File: src/rtl/logger_line_fmt.sv
// Serialises one timestamp record per packet into a fixed 57-byte ASCII line
// and writes it one byte per cycle into the logger FIFO.
module logger_line_fmt #(
    parameter int LINE_BYTES   = 57,
    parameter bit DROP_ON_BUSY = 1'b0,
    parameter int DROP_CNT_W   = 16
) (
    input  logic                  clk,
    input  logic                  rst,
    input  logic                  in_valid,
    output logic                  in_ready,
    input  logic [31:0]           in_seq,
    input  logic [63:0]           in_ts_rx,
    input  logic [63:0]           in_ts_tx,
    input  logic [3:0]            in_flags,
    output logic                  fifo_wr_en,
    output logic [7:0]            fifo_din,
    input  logic                  fifo_full,
    input  logic                  fifo_prog_full,
    input  logic                  fifo_wr_rst_busy,
    output logic                  busy,
    output logic [DROP_CNT_W-1:0] drop_cnt
);

    generate
        if (LINE_BYTES != 57) begin : g_bad_line_bytes
            $error("logger_line_fmt: LINE_BYTES must be 57");
        end
    endgenerate

    localparam logic [5:0] LAST_IDX = 6'(LINE_BYTES - 1);

    typedef enum logic {IDLE, EMIT} state_t;

    state_t                r_state;
    logic [5:0]            r_idx;
    logic [31:0]           r_seq;
    logic [63:0]           r_rx;
    logic [63:0]           r_tx;
    logic [3:0]            r_flags;
    logic [DROP_CNT_W-1:0] r_drop_cnt;

    logic                  w_can_start;
    logic                  w_accept;
    logic [DROP_CNT_W-1:0] w_drop_inc;
    logic [3:0]            w_seq_nib;
    logic [3:0]            w_rx_nib;
    logic [3:0]            w_tx_nib;
    logic [7:0]            w_byte;

    function automatic logic [7:0] hex_ascii(input logic [3:0] n);
        return (n < 4'd10) ? (8'h30 + {4'h0, n}) : (8'h37 + {4'h0, n});
    endfunction

    assign w_can_start = !fifo_prog_full && !fifo_wr_rst_busy;
    // In drop mode the source is never stalled; unformattable records die here.
    assign in_ready    = !rst && (DROP_ON_BUSY || (r_state == IDLE && w_can_start));
    assign w_accept    = in_valid && in_ready;
    assign fifo_wr_en  = !rst && (r_state == EMIT) && !fifo_full;
    assign busy        = (r_state == EMIT);
    assign drop_cnt    = r_drop_cnt;
    assign w_drop_inc  = (&r_drop_cnt) ? r_drop_cnt : r_drop_cnt + DROP_CNT_W'(1);

    // Nibble selectors: MS nibble sits at the first offset of each hex field.
    assign w_seq_nib = 4'(r_seq >> {6'd11 - r_idx, 2'b00});
    assign w_rx_nib  = 4'(r_rx  >> {6'd31 - r_idx, 2'b00});
    assign w_tx_nib  = 4'(r_tx  >> {6'd51 - r_idx, 2'b00});

    always_comb begin
        w_byte = 8'h00;
        case (r_idx)
            6'd0:  w_byte = 8'h53;
            6'd1:  w_byte = 8'h45;
            6'd2:  w_byte = 8'h51;
            6'd3:  w_byte = 8'h3D;
            6'd12: w_byte = 8'h20;
            6'd13: w_byte = 8'h52;
            6'd14: w_byte = 8'h58;
            6'd15: w_byte = 8'h3D;
            6'd32: w_byte = 8'h20;
            6'd33: w_byte = 8'h54;
            6'd34: w_byte = 8'h58;
            6'd35: w_byte = 8'h3D;
            6'd52: w_byte = 8'h20;
            6'd53: w_byte = 8'h45;
            6'd54: w_byte = hex_ascii(r_flags);
            6'd55: w_byte = 8'h0D;
            6'd56: w_byte = 8'h0A;
            default: begin
                if (r_idx < 6'd12)      w_byte = hex_ascii(w_seq_nib);
                else if (r_idx < 6'd32) w_byte = hex_ascii(w_rx_nib);
                else if (r_idx < 6'd52) w_byte = hex_ascii(w_tx_nib);
            end
        endcase
    end

    assign fifo_din = w_byte;

    always_ff @(posedge clk) begin
        if (rst) begin
            r_state    <= IDLE;
            r_idx      <= '0;
            r_seq      <= '0;
            r_rx       <= '0;
            r_tx       <= '0;
            r_flags    <= '0;
            r_drop_cnt <= '0;
        end else begin
            case (r_state)
                IDLE: begin
                    if (w_accept) begin
                        if (w_can_start) begin
                            r_seq   <= in_seq;
                            r_rx    <= in_ts_rx;
                            r_tx    <= in_ts_tx;
                            r_flags <= in_flags;
                            r_idx   <= '0;
                            r_state <= EMIT;
                        end else begin
                            r_drop_cnt <= w_drop_inc;
                        end
                    end
                end
                EMIT: begin
                    // Accept during EMIT only happens in drop mode.
                    if (w_accept) r_drop_cnt <= w_drop_inc;
                    if (fifo_wr_en) begin
                        if (r_idx == LAST_IDX) begin
                            r_idx   <= '0;
                            r_state <= IDLE;
                        end else begin
                            r_idx <= r_idx + 6'd1;
                        end
                    end
                end
                default: r_state <= IDLE;
            endcase
        end
    end

endmodule

File: config.mk
export PLATFORM = sky130hd
export DESIGN_NAME = logger_line_fmt
export DESIGN_NICKNAME = d
export VERILOG_FILES = /design/src/rtl/logger_line_fmt.sv
export SDC_FILE = /design/constraint.sdc
export NUM_CORES = 1
export LEC_CHECK = 0
export CORE_MARGIN = 1.5
export CORE_UTILIZATION = 51
export DETAILED_ROUTE_END_ITERATION = 8
export HOLD_SLACK_MARGIN = 0.15
export PLACE_DENSITY = 0.81
export SLEW_MARGIN = 20
export SYNTH_ARGS = -nofsm -noshare
export SYNTH_HDL_FRONTEND = slang
export SYNTH_SLANG_ARGS = --single-unit
File: constraint.sdc
create_clock -name clk -period 4.8 [get_ports clk]
set_clock_uncertainty 0.2 [all_clocks]
set_input_delay 0.96 -clock clk [delete_from_list [all_inputs] [get_ports clk]]
set_output_delay 0.96 -clock clk [all_outputs]
set_load 0.03 [all_outputs]
Word level (Yosys, flattened, before mapping)
Index checks and enable logic that the tools add are counted.
- word-level logic and storage cells: 94
- flip-flop bits (word level): 187
- mux-type cells: 23
- add/subtract/negate cells: 13
- $lt $le $gt $ge: 7
- reduce and logical (&&, ||, !) cells: 19
- bitwise operators: 1
- shift operators: 3
- eq/ne operators: 21
- operators with widths (cell ; number):
    64-bit by 8-bit >> shifter with 4-bit output ; 2
    7-bit case mux with 11 select lines ; 1
    16-bit two-way mux ; 4
    6-bit by 4-bit adder with 7-bit output (first input constant) ; 8
    6-bit equality test (second input constant) ; 9
    7-bit two-way mux ; 7
    16-bit case mux with 2 select lines ; 1
    32-bit by 8-bit >> shifter with 4-bit output ; 1
    6-bit by 4-bit equality test with 1-bit output (second input constant) ; 4
    6-bit two-way mux ; 4
    16-bit by 1-bit adder with 16-bit output (second input constant) ; 1
    4-bit less-than comparator (second input constant) ; 4
    16-bit AND reduction ; 1
    6-bit by 2-bit equality test with 1-bit output (second input constant) ; 2
    6-bit less-than comparator (second input constant) ; 2
    6-bit case mux with 2 select lines ; 1
    3-bit AND reduction ; 3
    2-bit inequality test (second input constant) ; 4
    6-bit by 1-bit adder with 6-bit output (second input constant) ; 1
    6-bit by 1-bit equality test with 1-bit output (second input constant) ; 1
    1-bit logical AND ; 6
    6-bit zero test ; 1
    6-bit by 4-bit less-than comparator with 1-bit output (second input constant) ; 1
    3-bit OR reduction ; 2
    other kinds (9) ; 16

Logic depth before layout (Yosys ltp)
Gate-level depths: netlist (run 1).
- word-level depth: 8
- mapped depth: 14

Worst setup path after synthesis (run 1)
Ideal clock, no wire load.
- kind: register -> output
- start point: register r_idx[2]
- end point: output port fifo_din[1]
- path buffers: 2
- required time: 3640 ps
- cell stages (with the launch flop): 12
- arrival time: 3319 ps
- slack: 321 ps
- path through: dfxtp_1 -> buf_4 -> buf_8 -> clkinv_1 -> ha_1 -> or3b_1 -> o31ai_4 -> nand2_1 -> ha_1 -> nand3_1 -> a21oi_1 -> o31ai_1
- word-level cells in the longest chain between the ends: 8
- elaborated cells on any way between the ends: 46
- those cells by class: add/sub (9); order compare (6); eq/ne (16); shift (3); mux (7); reduce/logical (5)
- ends and longest elaborated chain (element ; RTL line ; RTL):
    from (decl) ; 36 ; logic [5:0] r_idx;
    from (signal assigned) ; 132 ; r_idx <= r_idx + 6'd1;
    6-bit subtractor ; 67 ; assign w_tx_nib = 4'(r_tx >> {6'd51 - r_idx, 2'b00});
    64-bit by 8-bit >> shifter with 4-bit output ; 67 ;
    6-bit by 4-bit adder with 7-bit output or 4-bit less-than comparator (tied branches) ; 52 ; return (n < 4'd10) ? (8'h30 + {4'h0, n}) : (8'h37 + {4'h0, n});
    7-bit two-way mux ; 52 ;
    7-bit two-way mux ; 92 ; else if (r_idx < 6'd52) w_byte = hex_ascii(w_tx_nib);
    7-bit two-way mux ; 91 ; else if (r_idx < 6'd32) w_byte = hex_ascii(w_rx_nib);
    7-bit two-way mux ; 90 ; if (r_idx < 6'd12) w_byte = hex_ascii(w_seq_nib);
    7-bit case mux with 11 select lines (*) ; 71 ; case (r_idx)
    to (decl) ; 17 ; output logic [7:0] fifo_din,
Mark *: on every way between the ends. The rest lies on a longest branch, timed or not.

Final worst setup path (run 1)
- start point: register r_idx[3]
- end point: output port fifo_din[1]
Same word-level chain as after synthesis.

==> results by group, run 1 <==
Pwr
  • PwrDens: 305 nW/um2
  • Peak VDD IR: 0.000339 V
  • LEAKAGE: 3.94 nW
  • Total Power: 3.47 mW

Setup path
  • Critical path origin: r_idx[3]$_SDFFE_PP0P_
  • Critical path class: reg -> out
  • Worst EP arrival: 3.41 ns
  • Crit. End Element: output port
  • Nature of the critical path startpoint: flop
  • CP required: 3.64 ns
  • CP max FO: 7
  • Worst r2r src: busy$_SDFF_PP0_

Die
  • Initial Util: 52.3%
  • Row count: 47
  • Overall die height: 133 um
  • IO Count: 197
  • Core Region: 16,600 um2
  • DIE AREA: 17,800 um2
  • Chip width: 133 um

Min path
  • Hold Crit Class: reg -> reg
  • Hold path startpoint: r_rx[20]$_SDFFE_PP0P_

Yosys
  • Cell Area, Synth: 8680 um2
  • Share of the synthesized area in the top cell type: 43.1%
  • Post-synth top cells: 365 x nand2_1, 187 x dfxtp_1, 181 x a21oi_1, 56 x clkbuf_1, 28 x mux4_2
  • Synthesized Nets: 1,216
  • Post-synth EDFFs: 0
  • Most frequent cell after synthesis: nand2_1
  • Mapped Cells: 1,034
  • Post-synthesis sequential area ratio: 43.1%
  • FFs w/ async S/R, synth: 0%
  • Ranking of synthesized cells by area: dfxtp_1 43%, nand2_1 16%, a21oi_1 10%, mux4_2 7.3%, mux4_1 2.7%
  • Post-synthesis register bit count: 187
  • Number of synthesis warnings: 0
  • Synth area leader: dfxtp_1
  • Avg Cell Area, Syn: 8.39 um2
  • Ys flop type: dfxtp_1
  • Synth cell types: 61

GRT
  • Initial antenna violation count: 1
  • Pin count of the biggest net entering global routing: 98
  • First-pass GRT wire length: 37,400 um
  • GRT Overall Usage: 26.5%
  • Grt ovf: 0
  • Number of global-route vias before repair: 7,609

Timing
  • Final period util: 95.3%
  • TNS Setup: 0 ns
  • Unrepaired setup endpoints after global routing: no
  • Hold Fails Final Rpt: 0
  • Fin Hold WS: 0.251 ns
  • Final Max Tran Viols: 0
  • Final min period: 4.57 ns
  • Worst slew margin: 35.1%
  • FMAX: 0.219 GHz
  • # setup viols final: 0
  • Slew @ Worst Pin: 0.973 ns

Clocking
  • Reg clk slew, reported paths: 0.06 ns
  • Sink Count: 187
  • Htree depth: 4
  • Clk root buf: clkbuf_16
  • Max Root-Sink Buffers: 2
  • Worst-Skew Late Latency: 0.42 ns
  • Num CTS Buffers: 17
  • TritonCTS clock tree: built

Place
  • I/O Buffers: 195
  • DP Wirelength: 16,300 um
  • Gpl congestion: 0.935

Finish
  • Layout cells sized above 1: 8.76%
  • Nets: 1,367
  • Area Growth Syn to Fin: 31.2%

Route
  • ANT nets after route: 0
  • Vias per inst: 5.51
  • DRT Pass-1 Iters: 5
  • 1st-iter DRT viols: 709
  • Residual DRC: 0
  • Routed WL: 23,200 um
  • Routed WL per cell: 16.4 um
  • Via count: 7,821

Job
  • # Max-Cap Violations: 0

Outcome
  • Status: complete, no violations
==> cells in the final DEF (no fill, tap or decap), drive strengths merged, types with 5 or more instances in the layout <==
cell type	synthesis	routed
nand2	366	366
nor2b	20	20
a21o	5	5
dfxtp	187	187
clkdlybuf4s50	0	187
bufinv	0	5
nand4	7	7
ha	12	12
nor3	5	5
mux2i	11	11
a221oi	7	7
buf	19	20
clkbuf	56	20
a22oi	6	6
mux4	37	37
xnor2	10	10
nand3	10	10
nor2	18	18
a21oi	183	183
o21ai	15	15
inv	12	15
==> logic make-up after synthesis <==
group | after synthesis | synth area share, %
compound gates | 236 | 15.7
simple gates | 449 | 21.6
buf+inv | 88 | 5.08
mux | 51 | 11.7
xor+xnor | 10 | 1.01
flops | 187 | 43.1
fa+ha+maj | 12 | 1.73
other cells | 1 | 0.0432
==> what timing repair did <==
action,4_1_cts,5_1_grt
hold buffers,0,0
gates resized for setup,0,3
endpoints found under the hold margin,0,0
setup endpoints to repair,0,5
setup buffers,0,0
==> stage by stage <==
step	setup slack, ns	util (%)	instance area (um2)	instances
global route	0.0262	68.7	11400	1419
detailed placement	0.622	64.5	10700	1386
global placement	0.675	64.5	10700	1386
floorplan	0.321	-	8680	1034
finish	0.226	68.7	11400	1419
CTS	0.152	68.6	11400	1418
==> worst paths after layout <==
kind                                         endpoint  slack [ns]  cells after the start
worst min register to register  r_rx[20]$_SDFFE_PP0P_        0.25                      2
worst max-delay path                      fifo_din[1]        0.23                     12
worst max register to register  r_tx[32]$_SDFFE_PP0P_        2.17                      5
worst min-delay path            r_rx[20]$_SDFFE_PP0P_        0.25                      2
==> area by class of cell <==
class,count,area [um2]
Fill cell,1290,5200
Multi-Input combinational cell,759,4510
Sequential cell,187,3750
Timing Repair Buffer,207,2130
Clock buffer,20,467
Tap cell,220,275
Clock inverter,12,206
Inverter,13,48.8
Antenna cell,1,2.50
==> flip-flops by register name, summed over array words and instances (netlist names) <==
| register | cells |
|---|---|
| r_flags | 4 |
| r_idx | 6 |
| busy | 1 |
| drop_cnt | 16 |
| r_seq | 32 |
| r_rx | 64 |
| r_tx | 64 |
==> critical path, stage by stage, from the launching register on <==
cell	delay [ns]
dfxtp_1	0.35
inv_1	0.12
ha_1	0.49
inv_1	0.14
a221oi_1	0.41
o21ai_1	0.15
a21oi_2	0.23
inv_1	0.06
ha_1	0.29
a21oi_1	0.15
a21oi_1	0.12
o31ai_2	0.31
buf_12	0.17
==> per-layer routing <==
layer  global-route usage, %  up-vias  wire, um
met2                    45.0      290     11500
li1                        -     3838         -
met5                       0        -         0
met4                    8.88        0       473
met1                    33.8     3668      9670
met3                    5.52       25      1620
==> power breakdown <==
group          internal (mW)  total [mW]  switching, mW
Sequential              1.58        1.60         0.0211
Clock                  0.973        1.58          0.604
Combinational          0.176       0.295          0.120
Total                   2.73        3.47          0.745
Note: power is estimated with default switching activity, not from simulation.
==> inputs of run 2 (changes only) <==
--- a/constraint.sdc
+++ b/constraint.sdc
@@ -4,2 +4,2 @@
 set_output_delay 0.96 -clock clk [all_outputs]
-set_load 0.03 [all_outputs]
+set_load 0.02 [all_outputs]
==> run 2 against run 1 <==
Net effect: register-to-register slack worse by 0.02 ns; sequential power about the same; global-route usage up 0.66 points; final area about the same; clock power down 3%; sequential share of layout area about the same; via count up 1.9%; highest routed layer unchanged; core utilization up 0.060 points.
==> results by group, run 2 (synthesis results as in run 1) <==
Clocking
  • Worst-Skew Late Latency: 0.43 ns
  • Htree depth: 4
  • Clk root buf: clkbuf_16
  • Num CTS Buffers: 17
  • Reg clk slew, reported paths: 0.07 ns
  • Hold_buf cts: 0
  • TritonCTS clock tree: built
  • Max Root-Sink Buffers: 2
  • Sink Count: 187

Setup path
  • Worst EP arrival: 3.42 ns
  • Nature of the critical path startpoint: flop
  • CP required: 3.64 ns
  • CP max FO: 17
  • Crit. End Element: output port
  • Critical path class: reg -> out

Pwr
  • Switching share of power: 22.4%
  • Flop pwr share: 46.8%
  • Clk pwr share: 44.7%
  • Peak VDD IR: 0.000309 V
  • Combinational power share: 8.6%
  • Internal power: 2.65 mW
  • Psw: 767 uW
  • LEAKAGE: 3.97 nW
  • PwrDens: 300 nW/um2

Timing
  • FMAX: 0.218 GHz
  • Worst slew margin: 32.3%
  • TNS Setup: 0 ns
  • Fin Hold WS: 0.255 ns
  • # setup viols final: 0
  • Final Max Tran Viols: 0
  • Final period util: 95.5%
  • Hold Fails Final Rpt: 0
  • Slew @ Worst Pin: 1.02 ns
  • Final min period: 4.58 ns
  • Unrepaired setup endpoints after global routing: no

Job
  • # Max-Cap Violations: 0

Route
  • Via count: 7,972
  • Routed WL: 23,900 um
  • Routed WL per cell: 16.8 um
  • Vias per inst: 5.58
  • DRT Pass-1 Iters: 5
  • ANT nets after route: 0
  • Residual DRC: 0
  • 1st-iter DRT viols: 636

Place
  • Gpl congestion: 0.944
  • DP Wirelength: 16,600 um
  • I/O Buffers: 195

Finish
  • FILL cells: 1,282
  • Area Growth Syn to Fin: 31.3%
  • Largest regs: r_rx x64, r_tx x64, r_seq x32
  • Fin util: 68.7%
  • Layout cells sized above 1: 8.86%
  • Commonest non-fill, non-tap cell in the layout: nand2_1
  • Nets: 1,377
  • Commonest non-fill, non-tap cells in the layout: 364 x nand2_1, 190 x clkdlybuf4s50_1, 184 x dfxtp_1

Outcome
  • Status: complete, no violations

Die
  • DIE AREA: 17,800 um2
  • IO Count: 197
  • Row count: 47
  • Overall die height: 133 um
  • Core Region: 16,600 um2
  • Initial Util: 52.3%
  • Chip width: 133 um

Min path
  • Hold Crit Class: reg -> reg

GRT
  • GRT Overall Usage: 27.2%
  • First-pass GRT wire length: 38,400 um
  • Initial antenna violation count: 1
  • Number of global-route vias before repair: 7,763
  • Pin count of the biggest net entering global routing: 100
  • Grt ovf: 0
run 2: layer usage:
metal	part of all wire [%]	track usage, %	wire length [um]
met1	42	34.2	10100
met2	49	45.6	11700
met3	6.0	6.32	1440
met4	2.8	10.3	666
met5	0	0	0
run 2: what timing repair did:
item / in CTS / in global routing
endpoints found under the setup margin: 6 / 6
setup buffers: 0 / 4
hold endpoints to repair: 0 / 0
pin swaps: 0 / 2
resized for setup: 3 / 3
run 2: layout make-up:
class	instances	area [um2]	share of cell area (%)
diodes	1	2.50	0.0220
repair buffers	217	2160	19.0
multi-input cells	759	4500	39.5
clock inverters	14	213	1.87
clock buffers	18	439	3.85
well taps	220	275	2.42
flip-flops and latches	187	3750	32.9
inverters	13	48.8	0.428
run 2: through the flow:
| step | cell area, um2 | std cells | setup WS, ns | power [mW] |
|---|---|---|---|---|
| final | 11400 | 1429 | 0.216 | 3.42 |
| after global routing | 11400 | 1429 | 0.0168 | 3.52 |
| after CTS | 11400 | 1424 | 0.00690 | 3.43 |
| after detailed placement | 10700 | 1392 | 0.299 | 1.92 |
| after global placement | 10700 | 1392 | 0.345 | 1.92 |
| after floorplan | 8680 | 1034 | 0.532 | 1.74 |
run 2: worst paths after layout:
| kind | start | endpoint | slack [ns] | depth (start not counted) |
|---|---|---|---|---|
| worst max-delay path | r_idx[1]$_SDFFE_PP0P_ | fifo_din[3] | 0.22 | 9 |
| worst min-delay path | r_seq[3]$_SDFFE_PP0P_ | r_seq[3]$_SDFFE_PP0P_ | 0.26 | 2 |
| worst max register to register | busy$_SDFF_PP0_ | r_tx[18]$_SDFFE_PP0P_ | 2.15 | 5 |
| worst min register to register | r_seq[3]$_SDFFE_PP0P_ | r_seq[3]$_SDFFE_PP0P_ | 0.26 | 2 |
run 2: worst max-delay path, stage by stage (launching register included):
cell,delay [ns]
dfxtp_4,0.44
buf_12,0.18
buf_4,0.16
mux4_2,0.34
nand2_1,0.11
a311oi_4,0.45
nor4b_2,0.35
nor3_1,0.11
o2111ai_1,0.22
clkdlybuf4s50_1,0.63
run 2: power by group through the flow:
stage | Clock [mW] | Combinational (mW) | Sequential [mW]
after floorplan | 0 | 0.117 | 1.63
final | 1.53 | 0.293 | 1.60
after global routing | 1.61 | 0.316 | 1.60
after CTS | 1.55 | 0.287 | 1.60
after global placement | 0 | 0.283 | 1.64
after detailed placement | 0 | 0.285 | 1.64
==> inputs of run 3 (changes only) <==
- SKIP_CTS_REPAIR_TIMING: unset -> 1
==> run 3 against run 2 <==
Net effect: setup slack better by 0.017 ns; highest routed layer unchanged; clock-buffer cell count did not move; first-iteration DRC count up 12%; register-to-register slack about the same; sequential power about the same.
==> results by group, run 3 (synthesis results as in run 1) <==
Outcome
  • Status: complete, no violations

Timing
  • Fin Hold WS: 0.253 ns
  • Unrepaired setup endpoints after global routing: no
  • Final Max Tran Viols: 0
  • TNS Setup: 0 ns
  • FMAX: 0.219 GHz
  • Worst setup margin: 0.233 ns
  • Hold Fails Final Rpt: 0
  • Slew @ Worst Pin: 1.02 ns
  • # setup viols final: 0
  • Final period util: 95.2%
  • Final min period: 4.57 ns
  • Worst slew margin: 32.0%

Place
  • I/O Buffers: 195
  • Post-DP Area: 10,700 um2
  • Gpl congestion: 0.944
  • DP Wirelength: 16,600 um
  • Dpl cells: 1,392
  • Pre-CTS WS: 0.299 ns

Pwr
  • Peak VDD IR: 0.000309 V
  • PwrDens: 299 nW/um2
  • Total Power: 3.42 mW
  • LEAKAGE: 3.98 nW

Die
  • DIE AREA: 17,800 um2
  • IO Count: 197
  • Overall die height: 133 um
  • Core Region: 16,600 um2
  • Row count: 47
  • Initial Util: 52.3%
  • Chip width: 133 um

Finish
  • Commonest non-fill, non-tap cells in the layout: 364 x nand2_1, 190 x clkdlybuf4s50_1, 184 x dfxtp_1
  • FILL cells: 1,275
  • Nets: 1,377
  • Fin util: 68.9%
  • Final cell count without fillers: 1,430
  • Layout cells sized above 1: 8.94%
  • Largest regs: r_rx x64, r_tx x64, r_seq x32
  • Commonest non-fill, non-tap cell in the layout: nand2_1
  • Area Growth Syn to Fin: 31.8%
  • Final instance area: 11,400 um2

Clocking
  • TritonCTS clock tree: built
  • Htree depth: 4
  • Sink Count: 187
  • Reg clk slew, reported paths: 0.07 ns
  • Worst-Skew Late Latency: 0.43 ns
  • Max Root-Sink Buffers: 2
  • Clk root buf: clkbuf_16
  • Num CTS Buffers: 17

Setup path
  • Worst EP arrival: 3.41 ns
  • CP max FO: 17
  • Nature of the critical path startpoint: flop
  • Crit. End Element: output port
  • Critical path class: reg -> out
  • CP required: 3.64 ns
  • Cells along the critical path: buf_12, buf_4, mux4_2, nand2_1, a311oi_4, nor4b_2, nor3_1, o2111ai_1, clkdlybuf4s50_1
  • Max stage delay cell, worst path: clkdlybuf4s50_1
  • Max stage delay on crit path: 0.63 ns

Job
  • # Max-Cap Violations: 0

Route
  • Residual DRC: 0
  • DRT Pass-1 Iters: 5
  • Vias per inst: 5.56
  • Routed WL: 24,200 um
  • Routed WL per cell: 16.9 um
  • ANT nets after route: 0
  • 1st-iter DRT viols: 715
  • Via count: 7,949

Min path
  • Hold Crit Class: reg -> reg

GRT
  • GRT Overall Usage: 27.2%
  • First-pass GRT wire length: 38,400 um
  • Pin count of the biggest net entering global routing: 100
  • Number of global-route vias before repair: 7,763
  • Initial antenna violation count: 1
  • Grt ovf: 0
[run 3: path summary, 6_finish.rpt]
check	start	end	slack (ns)	depth (start not counted)
worst max register to register	busy$_SDFF_PP0_	r_rx[16]$_SDFFE_PP0P_	2.14	5
worst min register to register	r_seq[4]$_SDFFE_PP0P_	r_seq[4]$_SDFFE_PP0P_	0.25	2
worst max-delay path	r_idx[1]$_SDFFE_PP0P_	fifo_din[3]	0.23	9
worst min-delay path	r_seq[4]$_SDFFE_PP0P_	r_seq[4]$_SDFFE_PP0P_	0.25	2
[run 3: critical path, delay by kind of cell (launching register included)]
family,cells,cell delay (ns)
DFF,1,0.44
buffers and inverters,3,0.98
AOI/OAI and AO/OA,2,0.65
muxes,1,0.34
and+or+nand+nor,3,0.56
[run 3: final cells by class]
cell class / count / area (um2) / share of cell area, %
timing repair buffer: 217 / 2190 / 19.2
inverter: 13 / 48.8 / 0.427
clock buffer: 18 / 439 / 3.84
multi-input combinational: 759 / 4510 / 39.4
antenna: 2 / 5.00 / 0.0438
tap: 220 / 275 / 2.41
sequential: 187 / 3750 / 32.8
clock inverter: 14 / 213 / 1.86
[run 3: report_power, final]
part | leakage [nW] | switching [mW] | total (mW) | internal [mW]
Combinational | 2.15 | 0.120 | 0.295 | 0.175
Clock | 0.313 | 0.629 | 1.53 | 0.899
Sequential | 1.51 | 0.0194 | 1.60 | 1.58
[run 3: metal layers]
layer	wire length (um)	global-route usage, %	vias up
li1	-	-	3845
met1	10100	34.2	3742
met2	11700	45.6	310
met3	1660	6.32	52
met4	739	10.3	0
met5	0	0	-
